### config.mk
export PLATFORM = sky130hd
export DESIGN_NAME = datapath_sequencer
export DESIGN_NICKNAME = d
export VERILOG_FILES = /design/src/rtl/cpu_pkg.sv /design/src/rtl/reg_en_decode.sv /design/src/rtl/datapath_sequencer.sv
export SDC_FILE = /design/constraint.sdc
export NUM_CORES = 1
export LEC_CHECK = 0
export ABC_AREA = 1
export CAP_MARGIN = 20
export CORE_AREA = 8 8 79 81
export CTS_CLUSTER_DIAMETER = 200
export DETAILED_ROUTE_END_ITERATION = 8
export DIE_AREA = 0 0 87 89
export HOLD_SLACK_MARGIN = 0.06
export PLACE_DENSITY = 0.82
export SLEW_MARGIN = 20
export SYNTH_ARGS = -nofsm -noshare
export SYNTH_HDL_FRONTEND = slang
export SYNTH_SLANG_ARGS = --single-unit
### constraint.sdc
create_clock -name clk -period 3.4 [get_ports clk]
set_input_delay 0.34 -clock clk [delete_from_list [all_inputs] [get_ports clk]]
set_output_delay 0.34 -clock clk [all_outputs]
set_load 0.03 [all_outputs]
### src/rtl/cpu_pkg.sv
// Shared definitions for the ALU / register-bank control path: sequencer states,
// instruction field layout, PSR flag layout and the default compare opcode.
package cpu_pkg;

    typedef enum logic [1:0] {
        S_IDLE      = 2'd0,
        S_DECODE    = 2'd1,
        S_EXECUTE   = 2'd2,
        S_WRITEBACK = 2'd3
    } seq_state_e;

    // {op_hi[15:12], rdst[11:8], op_lo[7:4], rsrc[3:0]}
    typedef struct packed {
        logic [3:0] op_hi;
        logic [3:0] rdst;
        logic [3:0] op_lo;
        logic [3:0] rsrc;
    } instr_t;

    // Flag order matches the ALU output bus {C,L,F,Z,N}.
    typedef struct packed {
        logic c;
        logic l;
        logic f;
        logic z;
        logic n;
    } psr_t;

    localparam logic [7:0] CMP_OP_DEFAULT = 8'h0B;

endpackage

### src/rtl/reg_en_decode.sv
// Binary-to-one-hot register write-enable decoder with a global enable;
// output is all-zero whenever en is low.
module reg_en_decode #(
    parameter int SEL_W = 4
) (
    input  logic                    en,
    input  logic [SEL_W-1:0]        sel,
    output logic [(1<<SEL_W)-1:0]   onehot
);

    always_comb begin
        onehot = '0;
        if (en) onehot[sel] = 1'b1;
    end

endmodule

### src/rtl/datapath_sequencer.sv
// Four-state control sequencer for the ALU + 16-entry register bank: accepts
// one instruction, drives mux selects / opcode, latches flags, issues one write.
module datapath_sequencer
    import cpu_pkg::*;
#(
    parameter logic [7:0] CMP_OP = CMP_OP_DEFAULT,
    parameter int         CNT_W  = 16
) (
    input  logic             clk,
    input  logic             reset,
    input  logic [15:0]      instr,
    input  logic             instr_valid,
    output logic             instr_ready,
    input  logic [4:0]       alu_flags,
    output logic [3:0]       srcSel,
    output logic [3:0]       dstSel,
    output logic [7:0]       opcode,
    output logic             cin,
    output logic [15:0]      regEnable,
    output logic [4:0]       psr,
    output logic             done,
    output logic [CNT_W-1:0] retired
);

    instr_t          ins;
    seq_state_e      state_q, state_d;
    logic            ready_q, ready_d;
    logic [3:0]      src_sel_q, src_sel_d;
    logic [3:0]      dst_sel_q, dst_sel_d;
    logic [7:0]      opcode_q, opcode_d;
    psr_t            psr_q, psr_d;
    logic [15:0]     reg_en_q, reg_en_d;
    logic            done_q, done_d;
    logic [CNT_W-1:0] retired_q, retired_d;
    logic            wb_en;

    assign ins = instr;

    always_comb begin
        state_d   = state_q;
        src_sel_d = src_sel_q;
        dst_sel_d = dst_sel_q;
        opcode_d  = opcode_q;
        psr_d     = psr_q;
        retired_d = retired_q;
        done_d    = 1'b0;
        wb_en     = 1'b0;
        case (state_q)
            // Selects are captured straight from instr so they are already
            // stable on the mux inputs during DECODE.
            S_IDLE: begin
                if (instr_valid && ready_q) begin
                    src_sel_d = ins.rsrc;
                    dst_sel_d = ins.rdst;
                    opcode_d  = {ins.op_hi, ins.op_lo};
                    state_d   = S_DECODE;
                end
            end
            S_DECODE: state_d = S_EXECUTE;
            // Everything that is visible in WRITEBACK is registered here.
            S_EXECUTE: begin
                psr_d     = alu_flags;
                wb_en     = (opcode_q != CMP_OP);
                done_d    = 1'b1;
                retired_d = retired_q + 1'b1;
                state_d   = S_WRITEBACK;
            end
            S_WRITEBACK: state_d = S_IDLE;
            default:     state_d = S_IDLE;
        endcase
        ready_d = (state_d == S_IDLE);
    end

    reg_en_decode #(.SEL_W(4)) u_reg_en_decode (
        .en     (wb_en),
        .sel    (dst_sel_q),
        .onehot (reg_en_d)
    );

    always_ff @(posedge clk or negedge reset) begin
        if (!reset) begin
            state_q   <= S_IDLE;
            ready_q   <= 1'b1;
            src_sel_q <= '0;
            dst_sel_q <= '0;
            opcode_q  <= '0;
            psr_q     <= '0;
            reg_en_q  <= '0;
            done_q    <= 1'b0;
            retired_q <= '0;
        end else begin
            state_q   <= state_d;
            ready_q   <= ready_d;
            src_sel_q <= src_sel_d;
            dst_sel_q <= dst_sel_d;
            opcode_q  <= opcode_d;
            psr_q     <= psr_d;
            reg_en_q  <= reg_en_d;
            done_q    <= done_d;
            retired_q <= retired_d;
        end
    end

    assign instr_ready = ready_q;
    assign srcSel      = src_sel_q;
    assign dstSel      = dst_sel_q;
    assign opcode      = opcode_q;
    assign cin         = psr_q.c;
    assign regEnable   = reg_en_q;
    assign psr         = psr_q;
    assign done        = done_q;
    assign retired     = retired_q;

endmodule

==> summary by stage <==
Yosys
The post-synthesis compound-gate area fraction is 0.01989. The fraction of synthesized area in multiplexers is 0.05323. Of the total synthesized cell area, the portion taken by XOR and XNOR cells is 0.03763.

By area the synthesized netlist is led by dfrtp_1 (60%), nand2_1 (9.8%), nor2_1 (5.6%). The average cell area after synthesis is 10.07 sq um. The cell count after synthesis is 231. The number of nets in the synthesized netlist is 258. Counting flops and latches in the post-synthesis netlist gives 57. The cell type contributing the most total cell area after synthesis is dfrtp_1.

The largest family of logic cells by synthesized area is simple AND/OR/NAND/NOR gates. The share of the Yosys chip area taken by registers is 0.6134. The total number of yosys warnings is 0. The share of synthesized area in the top cell type comes to 0.6022. Of the total synthesized cell area, the portion taken by AND, OR, NAND and NOR gates is 0.2108. The synthesized-area fraction occupied by adder cells is 0.01613.

The count of different cell masters after synthesis is 25. The mapped netlist covers 2327 sq um.

Place
After legalization and detailed placement, the total HPWL measured 3856 um. The quantity of I/O buffers inserted on ports is 79. Counting tap cells, the placed design contains a total of 376 instances. The final estimated routing congestion in global placement is 0.7792.

Finish
The most common cell after layout, fill and taps aside is clkdlybuf4s50_1. Of the cells placed in the final design, the portion with a size suffix greater than 1 is 0.1118. The number of diodes is 0. After filler insertion, the fill cell instance count of the layout stands at 398. The top cell types in the final layout, fill and taps aside, are clkdlybuf4s50_1 (78), nand2_1 (61), dfrtp_1 (56). The number of non-filler instances in the completed layout is 392.

The footprint of the multi-input gates is 785.8 sq um. The net total in the final layout is 344. The layout overhead on the synthesized area is 44.95%. The storage element area is 1428 sq um.

Worst setup path
The worst setup path is captured at an output pin. Data on the critical path is required at its endpoint by 3060 ps. The delay contributed by the slowest stage of the critical path is 680 ps. The classification of the worst setup path is register to output pin. The cell type group with the largest total delay on the critical path is buffers and inverters.

The signal on the critical path passes through clkdlybuf4s50_1. Together, buffers and inverters on the worst path number 1. The slowest library cell on the worst path is clkdlybuf4s50_1. The sort of element at the start of the critical path is a register. Data on the critical path arrives at its endpoint at 1530 ps. Of all nets on the critical path, the largest fanout is 2.

Clock tree
At the later pin of the worst-skew pair, clock insertion delay measures 320 ps. The clock passes through at most 2 buffers. The number of hold buffers added after CTS is 0.

The number of H-tree levels is 3. The tree is rooted in a clkbuf_8. The clock tree from TritonCTS is done. Counting the buffers created by CTS gives 9.

Clock tree synthesis found a total of 57 sinks. After clock tree synthesis, the clock-pin slew on the worst setup and hold paths is 70 ps. In this run, post-CTS repair resized a total of 0 instances. Post-CTS timing repair inserted 0 buffers for setup.

Timing
Derived from the worst setup path, the maximum achievable clock frequency is 534.0 MHz. The count of endpoints failing hold in the final timing report was 0. The number of slew-limit violations in the final report is 0. For the pin with the worst max-slew slack, the measured transition is 790.1 ps. The final setup TNS is 0 ps. Setup repair after global routing left no endpoint under its margin.

The worst pin sits at a relative slew slack of 0.4733. The final number of setup-violating endpoints is 0. The final critical delay including setup and external delays is 1873 ps. Between clock sinks in the finished design, the worst skew comes to 6.085 ps. Dividing the final minimum period by the clock period gives 0.5508.

Floorplanning
After floorplanning, the core was divided into 26 placement rows. The vertical die dimension is 89 um. From left edge to right edge, the die measures 87 um.

The starting utilization of the core area is 0.4676. The area enclosed by the die boundary is 7743 sq um. In this run the standard cell core region covers 4977 sq um. During I/O placement, the number of pins put on the boundary was 80.

Power and ir drop
The internal portion of the total power is 0.001767 W. The share of total power dissipated in combinational logic is 0.439. The leakage component of the power is 1.570 nW. IR analysis of the VDD net gives a maximum drop of 0.0006002 V.

The register share of total power is 0.351. The power density relative to cell area is 878.1 nW/um^2. The portion of total power attributed to the clock network is 0.209. The net switching fraction of the power is 0.4035. The switching power is 0.001195 W.

Flow run
The number of maximum-capacitance constraint violations is 0.

GRT
Entering global routing, the biggest net connects 37 pins. In the global route stage, overall resource usage came out at 0.1446. The number of global-route vias before repair is 1,914. The number of antenna violations at the first check in global routing is 0. The first global-routing pass estimated 8569 um of wire. After global routing the overflow that remains totals 0.

Drt
After detailed routing, the average wire length per cell comes to 13.26 um. The first routing iteration left 46 violations. The detailed-router iteration count before antenna repair is 4. The detail route stage leaves a number of antenna-violating nets equal to 0. The via-per-instance ratio is 4.577.

For this block, the via count after detailed routing is 1,794. For this run, design rule violations remaining after detail routing come to 0. Wires add up to 5196 um.

Min path
The class of the tightest hold or removal check is input pin to async pin.

Status
The run finished with clean final reports.
==> area by class of cell <==
class | count | area share
clock buffer | 11 | 0.04191
clock inverter | 5 | 0.01632
inverter | 22 | 0.02448
multi-input combinational | 147 | 0.2329
sequential | 57 | 0.4232
tap | 70 | 0.02596
timing repair buffer | 80 | 0.2352
==> synthesized netlist by cell type <==
cell,number
buf_2,1
or2_2,1
dfstp_2,1
nand3b_1,1
nand2_1,61
nand3_2,1
o21ai_2,1
a21oi_1,6
buf_4,3
clkbuf_1,1
mux2_1,1
nor2_2,1
nand4_1,4
nor2_1,35
nand3_1,5
dfrtp_1,56
mux2_2,10
xnor2_1,3
nor2_4,3
nand2_2,1
nor3_1,2
inv_1,22
o211ai_1,1
xor2_1,7
ha_1,3
==> logic make-up (layout without fill, tap and decap cells) <==
| group | count (synthesis) | in the layout |
|---|---|---|
| AOI/OAI and AO/OA | 8 | 8 |
| xor gates and xnor gates | 10 | 10 |
| adders and majority gates | 3 | 3 |
| buffers and inverters | 27 | 118 |
| DFF | 57 | 57 |
| muxes | 11 | 11 |
| and+or+nand+nor | 115 | 115 |
==> final timing paths <==
kind                             start       endpoint  slack [ps]  cells after the start
max reg2reg                 state_q[0]    retired[15]        1620                      9
max in group asynchronous        reset  regEnable[10]        2520                      2
min in group clk                psr[2]         psr[2]         480                      2
min                              reset     retired[9]         100                      1
max                        instr_ready    instr_ready        1530                      1
min reg2reg                     psr[2]         psr[2]         480                      2
==> layer usage <==
layer  part of all wire  GRT usage  vias to the layer above
met2               0.49     0.2436                       52
met4              0.013    0.05947                        0
met1               0.41     0.1526                      851
li1                   -          -                      885
met3              0.086    0.06985                        6
met5                  0          0                        -
==> registers in the layout (all words and copies together) (netlist names) <==
| register | flops |
|---|---|
| state_q | 2 |
| retired | 16 |
| cin | 1 |
| done | 1 |
| instr_ready | 1 |
| regEnable | 16 |
| psr | 4 |
| dstSel | 4 |
| opcode | 8 |
| srcSel | 4 |
==> through the flow <==
step                hold slack, ps  power [W]  setup WS (ps)  area (sq um)  utilization
floorplan                    44.41   0.001837           2012          2327            -
global placement             455.2   0.002337           1628          3177       0.6383
detailed placement           465.0   0.002373           1612          3177       0.6383
CTS                          108.3   0.003004           1495          3373       0.6777
global route                 159.4   0.003141           1420          3373       0.6777
finish                       100.3   0.002962           1527          3373       0.6777
==> power by group through the flow <==
stage / clock network, W / registers (W) / logic [W]
finish: 0.000620 / 0.00104 / 0.00130
global placement: 0 / 0.00104 / 0.00130
floorplan: 0 / 0.00141 / 0.000427
detailed placement: 0 / 0.00105 / 0.00132
CTS: 0.000639 / 0.00104 / 0.00132
global route: 0.000667 / 0.00107 / 0.00140
Power figures use the tool's default switching activity.
